==> src/rtl/ins_mem_loadable.sv <==
// Loadable instruction memory: a loader FSM fills the array from address 0 upward,
// after which fetches are served with a registered one-cycle read.
module ins_mem_loadable #(
  parameter int word_size  = 8,
  parameter int index_size = 4,
  parameter int num_ins    = 2 ** index_size
) (
  input  logic                  clk,
  input  logic                  rst_n,
  input  logic                  load_start,
  input  logic [word_size-1:0]  load_data,
  input  logic                  load_valid,
  output logic                  load_ready,
  output logic                  load_done,
  output logic [index_size:0]   load_count,
  input  logic                  fetch_req,
  input  logic [index_size-1:0] prog_count,
  output logic [word_size-1:0]  ins_val,
  output logic                  ins_valid,
  output logic                  mem_ready
);

  typedef enum logic [1:0] {IDLE, LOAD, RUN} state_t;

  localparam logic [index_size:0] last_count = (index_size + 1)'(num_ins - 1);
  localparam logic [index_size:0] count_one  = (index_size + 1)'(1);

  state_t                  state_reg;
  logic [word_size-1:0]    mem_reg [num_ins];
  logic [index_size:0]     load_count_reg;
  logic [word_size-1:0]    ins_val_reg;
  logic                    ins_valid_reg;
  logic                    load_ready_reg;
  logic                    load_done_reg;
  logic                    mem_ready_reg;
  logic                    accept;
  logic [index_size-1:0]   wr_addr;

  // A restart in the same cycle as a valid word discards that word.
  assign accept  = (state_reg == LOAD) && load_valid && !load_start;
  assign wr_addr = load_count_reg[index_size-1:0];

  always_ff @(posedge clk or negedge rst_n) begin
    if (!rst_n) begin
      for (int i = 0; i < num_ins; i++) begin
        mem_reg[i] <= '0;
      end
    end else if (accept) begin
      mem_reg[wr_addr] <= load_data;
    end
  end

  always_ff @(posedge clk or negedge rst_n) begin
    if (!rst_n) begin
      state_reg      <= IDLE;
      load_count_reg <= '0;
      ins_val_reg    <= '0;
      ins_valid_reg  <= 1'b0;
      load_ready_reg <= 1'b0;
      load_done_reg  <= 1'b0;
      mem_ready_reg  <= 1'b0;
    end else begin
      load_done_reg <= 1'b0;
      ins_valid_reg <= 1'b0;
      case (state_reg)
        IDLE: begin
          if (load_start) begin
            state_reg      <= LOAD;
            load_count_reg <= '0;
            load_ready_reg <= 1'b1;
          end
        end
        LOAD: begin
          if (load_start) begin
            load_count_reg <= '0;
          end else if (load_valid) begin
            load_count_reg <= load_count_reg + count_one;
            // Count stops at num_ins because the loader leaves LOAD here.
            if (load_count_reg == last_count) begin
              state_reg      <= RUN;
              load_done_reg  <= 1'b1;
              load_ready_reg <= 1'b0;
              mem_ready_reg  <= 1'b1;
            end
          end
        end
        RUN: begin
          if (load_start) begin
            state_reg      <= LOAD;
            load_count_reg <= '0;
            load_ready_reg <= 1'b1;
            mem_ready_reg  <= 1'b0;
          end else if (fetch_req) begin
            ins_val_reg   <= mem_reg[prog_count];
            ins_valid_reg <= 1'b1;
          end
        end
        default: begin
          state_reg      <= IDLE;
          load_ready_reg <= 1'b0;
          mem_ready_reg  <= 1'b0;
        end
      endcase
    end
  end

  assign load_ready = load_ready_reg;
  assign load_done  = load_done_reg;
  assign load_count = load_count_reg;
  assign ins_val    = ins_val_reg;
  assign ins_valid  = ins_valid_reg;
  assign mem_ready  = mem_ready_reg;

endmodule

==> config.mk <==
export PLATFORM = sky130hd
export DESIGN_NAME = ins_mem_loadable
export DESIGN_NICKNAME = d
export VERILOG_FILES = /design/src/rtl/ins_mem_loadable.sv
export SDC_FILE = /design/constraint.sdc
export NUM_CORES = 1
export LEC_CHECK = 0
export CAP_MARGIN = 25
export CORE_ASPECT_RATIO = 0.9
export CORE_MARGIN = 2
export CORE_UTILIZATION = 35
export CTS_BUF_LIST = sky130_fd_sc_hd__clkbuf_8 sky130_fd_sc_hd__clkbuf_16
export DETAILED_ROUTE_END_ITERATION = 10
export MAX_ROUTING_LAYER = met4
export PLACE_DENSITY_LB_ADDON = 0.3
export SYNTH_ARGS = -nofsm -noshare
export SYNTH_HDL_FRONTEND = slang
export SYNTH_SLANG_ARGS = --single-unit
==> constraint.sdc <==
create_clock -name clk -period 2.2 [get_ports clk]
set_input_delay 0.55 -clock clk [delete_from_list [all_inputs] [get_ports clk]]
set_output_delay 0.55 -clock clk [all_outputs]
set_load 0.005 [all_outputs]
==> results of run 1 <==
-- layer usage --
layer / part of all wire / routed length (µm) / up-vias / GRT usage
met5: 0 / 0 / - / -
met4: 0.0095 / 148 / 0 / 0.0452
met3: 0.029 / 456 / 12 / 0.0349
met2: 0.46 / 7210 / 49 / 0.250
met1: 0.50 / 7820 / 2169 / 0.233
li1: - / - / 1753 / -
-- per-stage QoR --
step / setup WS (ns) / hold slack (ns)
after floorplan: 0.268 / 0.254
after global placement: -0.0251 / 0.481
after detailed placement: -0.0593 / 0.488
after CTS: 0.0210 / 0.0968
after global routing: 0.0957 / 0.118
final: 0.156 / 0.0885
-- cell usage in the layout, fill, tap and decap left out, types with 3 or more instances in the layout --
cell	netlist	final
o21ai_0	5	5
mux4_2	32	32
dfrtp_1	147	145
nand3_2	3	3
mux2_4	16	16
nand3_4	9	9
clkbuf_16	0	17
nand4_2	4	4
nor2_1	3	3
o221ai_1	8	8
inv_1	6	8
mux2_2	112	112
a21oi_1	6	6
ha_1	5	5
buf_12	1	9
clkdlybuf4s50_1	0	30
mux2i_1	16	16
clkinvlp_4	0	3
nor2b_1	3	3
bufinv_16	0	5
nand2_1	16	16
buf_4	0	19
-- cell type report --
cell class              instances  area [µm²]
fillers                      1710       10900
flip-flops and latches        147        3680
multi-input cells             258        3050
repair buffers                 61         644
clock buffers                  18         439
well taps                     250         313
clock inverters                14         211
inverters                       6        22.5
-- report_power, final --
part | internal (µW) | switching (µW) | total, µW
Clock | 2040 | 1140 | 3180
Combinational | 324 | 269 | 593
Sequential | 2880 | 90.6 | 2970
-- worst min path at each step --
| stage | slack, ns | end | depth (start not counted) |
|---|---|---|---|
| after floorplan | 0.25 | ins_val[0]$_DFFE_PN0P_ | 0 |
| after global placement | 0.48 | mem_reg[73]$_DFFE_PN0P_ | 1 |
| after detailed placement | 0.49 | mem_reg[11]$_DFFE_PN0P_ | 1 |
| after CTS | 0.1 | mem_reg[17]$_DFFE_PN0P_ | 1 |
| after global routing | 0.12 | mem_reg[50]$_DFFE_PN0P_ | 1 |
| final | 0.09 | mem_reg[17]$_DFFE_PN0P_ | 1 |
-- kinds of logic after synthesis --
kind of cell / share of synthesized area
compound gates: 0.0268
fa+ha+maj: 0.00906
buf+inv: 0.0259
flops: 0.533
mux: 0.345
simple gates: 0.0609
-- repair_timing --
action                                  CTS  global route
resized for setup                         1             1
endpoints found under the setup margin    1             1
setup buffers                             0             0
hold endpoints to repair                  0             0
==> impl_metrics.yaml, run 1 <==
synthesis:
  yosysWarningCount: 0
  async_flop_share: 1.00
  synth_most_common_cell: "dfrtp_1"
  syn_area_per_cell_um2: 15.7
  netlist_instances: 441
  synth_commonest_cells: "dfrtp_1, mux2_2, mux4_2"
  synth_edf_count: 0
  yosysTopAreaCell: "dfrtp_1"
  synth-seq-area-share: 0.533
  synth_cell_types: 37
  synth_area_leaders: "dfrtp_1, mux2_2, mux4_2"
  ys_ff_latch: 147
  synthFlopType: "dfrtp_1"
  netlist_area_um2: 6910
  synth_top_area_frac: 0.533
  syn_nets: 463
timing:
  fin_crit_sh: 0.929
  fmax_ghz: 0.489
  maxSlewViolCount: 0
  clock_skew_ns: 0.00944
  tns_ns: 0
  worst_pin_slew_ns: 0.641
  min_period_ns: 2.04
  hold_viol_final: 0
  max-slew-margin-rel: 0.571
  setup_viol: 0
  rsz0062_at_grt: "no"
finish:
  final_nets: 513
  finish.utilization: 0.434
  final_cells: 754
  drive_gt1_frac: 0.476
  area_delta_synth_final_pct: 21.0
  antennaDiodeCount: 0
  fin_area_um2: 8360
  largest_reg_flops: 128
clock_network:
  clk_latency_ns: 0.43
  cts_root_buf: "clkbuf_16"
  htree_num_levels: 4
  cts_buffers: 17
  cts.clk_slew.worst_paths_ns: 0.06
  clock_path_buffers: 2
  numClockSinks: 147
  cts_tree: "done"
  cts_hold_buf: 0
setup_path:
  r2r-start: "load_count[0]$_DFFE_PN0P_"
  path_max_fanout: 13
  critical_path.endpoint: "load_count[2]"
  critPathKind: "reg -> out"
  r2r_setup_slack_ns: 0.47
  path_delay_family: "buffers and inverters"
  reg2reg_depth: 5
  cpPeakStageDelay_ns: 0.56
  worst_setup_path_start_kind: "register"
  cp_slowest_cell: "clkdlybuf4s50_1"
  path_buf_inv: 1
  critPathArrivalTime_ns: 1.49
  critPathLaunch: "load_count[2]$_DFFE_PN0P_"
  crit_cells: 1
  cp_cell_sequence: "clkdlybuf4s50_1"
  cp.required_ns: 1.65
  end_kind: "output port"
  reg2reg_to: "mem_reg[24]$_DFFE_PN0P_"
grt:
  grt-ovfl-total: 0
  antenna_found_initial: 0
  grt_max_degree: 53
  grt_pass1_wl_mm: 25.5
  grt_usage: 0.167
  grt_pass1_vias: 4269
placed_design:
  dp_hpwl_mm: 10.4
  placed_cell_area_um2: 7710
  port_buffers: 33
  place.gp.congestion: 0.798
  dp_cells: 722
die:
  num_rows: 48
  dieArea_um2: 20900
  initial_utilization: 0.358
  coreArea_um2: 19300
  ios: 34
  die_x_um: 152
  fp.dieH_um: 137
detailed_routing:
  drc: 0
  drt_pre_antenna_iters: 4
  avgRoutedWirePerCell_um: 20.7
  vias: 3983
  drtIter0Drc: 218
  viasPerCell: 5.28
  ant_nets: 0
  wl_mm: 15.6
power:
  finalPower_uw: 6750
  ir_worst_vdd_uv: 459
  power_leakage_uw: 0.00392
  pwr_density_cell_nw_per_um2: 807
status:
  status: "finished, final reports clean"
worst_hold_path:
  hold_class: "in -> async"
flow_run:
  maxCapViolations: 0
No activity file was read; power rests on OpenSTA's default activity.
==> run 2, diff against run 1 <==
==> constraint.sdc (replaced) <==
create_clock -name clk -period 2.2 [get_ports clk]
set_input_delay 0.55 -clock clk [delete_from_list [all_inputs] [get_ports clk]]
set_output_delay 0.55 -clock clk [all_outputs]
set_load 0.1 [all_outputs]
==> run 2 against run 1 <==
Against the previous run: count of clock-buffer cells in the layout is 2 higher; flip-flop and latch count unchanged; sequential share of layout area increased by 0.16 points; via count fell by 1.3%; critical path depth up 1; design area down 0.30%; core utilization is 0.13 points lower; global-route usage is 0.33 points lower; clock skew decreased by 0.0015 ns.
==> impl_metrics.yaml, run 2 (synthesis gave the netlist of run 1 again) <==
detailed_routing:
  drtIter0Drc: 206
  drc: 0
  wl_mm: 15.4
  viasPerCell: 5.23
  ant_nets: 0
  vias: 3930
  drt_pre_antenna_iters: 4
  avgRoutedWirePerCell_um: 20.5
clock_network:
  clk_latency_ns: 0.42
  clock_path_buffers: 2
  cts_buffers: 17
  cts_tree: "done"
  cts_resized: 0
  cts_root_buf: "clkbuf_16"
  cts_hold_buf: 0
  htree_num_levels: 4
  postCtsSetupRepairBufs: 0
  cts.clk_slew.worst_paths_ns: 0.06
  numClockSinks: 147
power:
  p_sw_uw: 1490
  combPwrFrac: 0.097
  pwr-share-seq: 0.462
  p_int_uw: 4950
  power_leakage_uw: 0.00397
  ir_worst_vdd_uv: 483
  pwr_density_cell_nw_per_um2: 772
  pwr-share-clk: 0.441
  switching_share: 0.231
grt:
  grt_pass1_wl_mm: 24.9
  grt_max_degree: 68
  antenna_found_initial: 0
  grt_usage: 0.164
  grt_pass1_vias: 4228
  grt-ovfl-total: 0
finish:
  fin_area_um2: 8340
  antennaDiodeCount: 0
  area_delta_synth_final_pct: 20.7
  largest_reg_flops: 128
  final_nets: 511
  drive_gt1_frac: 0.512
  layout_common_cells: "dfrtp_1, mux2_2, mux4_2"
  fill_cells: 1714
  final_common_cell: "dfrtp_1"
  final_cells: 752
setup_path:
  critPathKind: "reg -> out"
  cp_slowest_cell: "dfrtp_2"
  cp_cell_sequence: "buf_4 > buf_12"
  cpPeakStageDelay_ns: 0.45
  worst_setup_path_start_kind: "register"
  path_max_fanout: 7
  end_kind: "output port"
  critPathArrivalTime_ns: 1.27
  cp.required_ns: 1.65
timing:
  max-slew-margin-rel: 0.577
  fmax_ghz: 0.551
  setup_viol: 0
  rsz0062_at_grt: "no"
  hold_viol_final: 0
  clock_skew_ns: 0.00796
  worst_pin_slew_ns: 0.632
  fin_crit_sh: 0.826
  min_period_ns: 1.82
  maxSlewViolCount: 0
placed_design:
  placed_cell_area_um2: 7760
  dp_cells: 720
  dp_hpwl_mm: 10.2
  place.gp.congestion: 0.820
  port_buffers: 33
die:
  initial_utilization: 0.358
  die_x_um: 152
  dieArea_um2: 20900
  num_rows: 48
  fp.dieH_um: 137
  coreArea_um2: 19300
  ios: 34
worst_hold_path:
  hold_class: "in -> async"
flow_run:
  maxCapViolations: 0
status:
  status: "finished, final reports clean"
==> run 2: changes by cell type in the layout (fill, tap and decap cells not counted), sizes merged, moves of 2 or more <==
cell and delta:
clkdlybuf4s50 -17, clkinv +4, buf +15, clkinvlp -2, clkbuf +2, bufinv -3
==> run 2: critical path, delay by kind of cell, from the launching register on <==
| kind | cells | cell delay, ns |
|---|---|---|
| buffers and inverters | 2 | 0.38 |
| flip-flops | 1 | 0.45 |
==> run 2: power by group through the flow <==
stage / combinational (µW) / clock [µW] / sequential, µW
floorplan: 401 / 0 / 3010
global placement: 622 / 0 / 3000
detailed placement: 637 / 0 / 3020
CTS: 640 / 2890 / 2970
global route: 682 / 3030 / 2990
finish: 625 / 2840 / 2970
==> run 2: per-layer routing <==
| layer | part of all wire | global-route usage | vias to the layer above |
|---|---|---|---|
| met1 | 0.50 | 0.226 | 2100 |
| met2 | 0.45 | 0.241 | 58 |
| li1 | - | - | 1754 |
| met4 | 0.014 | 0.0509 | 0 |
| met3 | 0.034 | 0.0399 | 18 |
| met5 | 0 | - | - |
==> run 2: final cells by class <==
class,instances,area [µm²],area share
inverter,6,22.5,0.00270
multi-input combinational,258,3050,0.366
clock buffer,20,467,0.0560
clock inverter,12,114,0.0137
sequential,147,3680,0.442
timing repair buffer,59,687,0.0824
tap,250,313,0.0375
==> run 2: path summary, 6_finish.rpt <==
kind,start,to,slack (ns),cells after the start
max in group asynchronous,rst_n,mem_reg[79]$_DFFE_PN0P_,1.52,2
max reg2reg,load_count[3]$_DFFE_PN0P_,mem_reg[48]$_DFFE_PN0P_,0.44,4
min reg2reg,mem_reg[23]$_DFFE_PN0P_,mem_reg[23]$_DFFE_PN0P_,0.50,1
min in group clk,mem_reg[23]$_DFFE_PN0P_,mem_reg[23]$_DFFE_PN0P_,0.50,1
max,load_count[2]$_DFFE_PN0P_,load_count[2],0.38,2
min,rst_n,mem_reg[125]$_DFFE_PN0P_,0.006,1
==> run 2: through the flow <==
stage	power [µW]	utilization	TNS, ns	setup slack, ns	hold WS (ns)
2_1_floorplan	3410	-	0	0.170	0.254
3_3_place_gp	3620	0.402	-0.885	-0.0467	0.448
3_5_place_dp	3660	0.402	-1.23	-0.0702	0.455
4_1_cts	6500	0.432	0	0.374	0.00522
5_1_grt	6700	0.432	0	0.313	0.0138
6_report	6440	0.432	0	0.384	0.00558
==> run 3, diff against run 2 <==
==> constraint.sdc (replaced) <==
create_clock -name clk -period 1.8 [get_ports clk]
set_input_delay 0.45 -clock clk [delete_from_list [all_inputs] [get_ports clk]]
set_output_delay 0.45 -clock clk [all_outputs]
set_load 0.1 [all_outputs]
==> run 3 against run 2 <==
Against the previous run: routed wire length rose by 0.55%; cell count rose by 2.5%; first-iteration DRC count rose by 17%; power rose by 23%; sequential power rose by 22%; clock power rose by 22%; hold slack improved by 0.46 ns.
==> impl_metrics.yaml, run 3 (synthesis gave the netlist of run 1 again) <==
status:
  status: "finished, final reports clean"
finish:
  antennaDiodeCount: 0
  area_delta_synth_final_pct: 25.6
  finish.utilization: 0.450
  drive_gt1_frac: 0.543
  fin_area_um2: 8670
  final_common_cell: "dfrtp_1"
  final_nets: 531
  fill_cells: 1676
  largest_reg_flops: 128
  layout_common_cells: "dfrtp_1, mux2_2, buf_4"
setup_path:
  end_kind: "output port"
  critPathKind: "reg -> out"
  cp.required_ns: 1.35
  path_max_fanout: 7
  critPathArrivalTime_ns: 1.29
  worst_setup_path_start_kind: "register"
detailed_routing:
  drt_pre_antenna_iters: 4
  drtIter0Drc: 241
  viasPerCell: 5.24
  ant_nets: 0
  wl_mm: 15.5
  drc: 0
  avgRoutedWirePerCell_um: 20.1
  vias: 4039
clock_network:
  cts.clk_slew.worst_paths_ns: 0.06
  numClockSinks: 147
  htree_num_levels: 4
  cts_buffers: 17
  cts_tree: "done"
  cts_root_buf: "clkbuf_16"
  clock_path_buffers: 2
  clk_latency_ns: 0.42
die:
  fp.dieH_um: 137
  initial_utilization: 0.358
  dieArea_um2: 20900
  num_rows: 48
  ios: 34
  coreArea_um2: 19300
  die_x_um: 152
timing:
  clock_skew_ns: 0.00927
  fin_crit_sh: 0.965
  setup_viol: 0
  max-slew-margin-rel: 0.705
  maxSlewViolCount: 0
  hold_viol_final: 0
  rsz0062_at_grt: "no"
  min_period_ns: 1.74
  fmax_ghz: 0.575
  worst_pin_slew_ns: 0.441
  tns_ns: 0
worst_hold_path:
  hold_class: "reg -> reg"
power:
  ir_worst_vdd_uv: 600
  power_leakage_uw: 0.00407
  pwr_density_cell_nw_per_um2: 912
placed_design:
  port_buffers: 33
  dp_hpwl_mm: 10.3
  placed_cell_area_um2: 8050
  place.gp.congestion: 0.820
grt:
  grt_pass1_wl_mm: 25.1
  grt_usage: 0.164
  antenna_found_initial: 0
  grt_max_degree: 40
  grt_pass1_vias: 4336
  grt-ovfl-total: 0
flow_run:
  maxCapViolations: 0
[run 3: worst paths after layout]
check / from / to / slack (ns) / depth (start not counted)
worst max-delay path: load_count[3]$_DFFE_PN0P_ / load_count[3] / 0.06 / 2
worst min-delay path: state_reg[0]$_DFFE_PN0P_ / load_ready$_DFFE_PN0P_ / 0.47 / 1
worst max register to register: load_count[1]$_DFFE_PN0P_ / load_count[4]$_DFFE_PN0P_ / 0.10 / 6
worst min register to register: state_reg[0]$_DFFE_PN0P_ / load_ready$_DFFE_PN0P_ / 0.47 / 1
max in group asynchronous: rst_n / mem_reg[17]$_DFFE_PN0P_ / 0.68 / 3
min in group asynchronous: rst_n / mem_reg[126]$_DFFE_PN0P_ / 0.48 / 2
[run 3: power breakdown]
| group | leakage [µW] | internal, µW | switching (µW) |
|---|---|---|---|
| clock | 0.000283 | 2070 | 1390 |
| combinational | 0.00179 | 443 | 368 |
| sequential | 0.00199 | 3520 | 111 |
[run 3: what timing repair did]
action / 4_1_cts / 5_1_grt
endpoints found under the setup margin: 32 / 38
gates resized for setup: 1 / 5
hold buffers: 1 / 0
endpoints found under the hold margin: 24 / 0
pin swaps: 0 / 0
setup buffers: 0 / 3
[run 3: layout make-up]
type                       count  area, µm²  area share
tap                          250        313      0.0361
inverter                       6       22.5     0.00260
multi-input combinational    258       3090       0.356
sequential                   147       3690       0.426
clock buffer                  18        439      0.0506
timing repair buffer          79        981       0.113
clock inverter                13        138      0.0159
[run 3: metrics by stage]
| step | hold WS [ns] | total power (µW) | setup slack [ns] | cells |
|---|---|---|---|---|
| 5_1_grt | 0.499 | 8230 | 0.00461 | 771 |
| 3_5_place_dp | 0.345 | 4500 | -0.399 | 736 |
| 4_1_cts | 0.461 | 7970 | 0.0132 | 768 |
| 2_1_floorplan | 0.154 | 4180 | -0.101 | 441 |
| 6_report | 0.466 | 7910 | 0.0624 | 771 |
| 3_3_place_gp | 0.345 | 4460 | -0.347 | 736 |
[run 3: worst max-delay path: stages (launching register included)]
cell and delay, ns:
dfrtp_4 0.54, buf_6 0.16, buf_12 0.16
[run 3: metal layers]
metal,vias up,wire length (µm),GRT usage
li1,1799,-,-
met1,2146,7310,0.212
met2,85,7510,0.264
met3,9,540,0.0415
met4,0,122,0.0389
met5,-,0,-
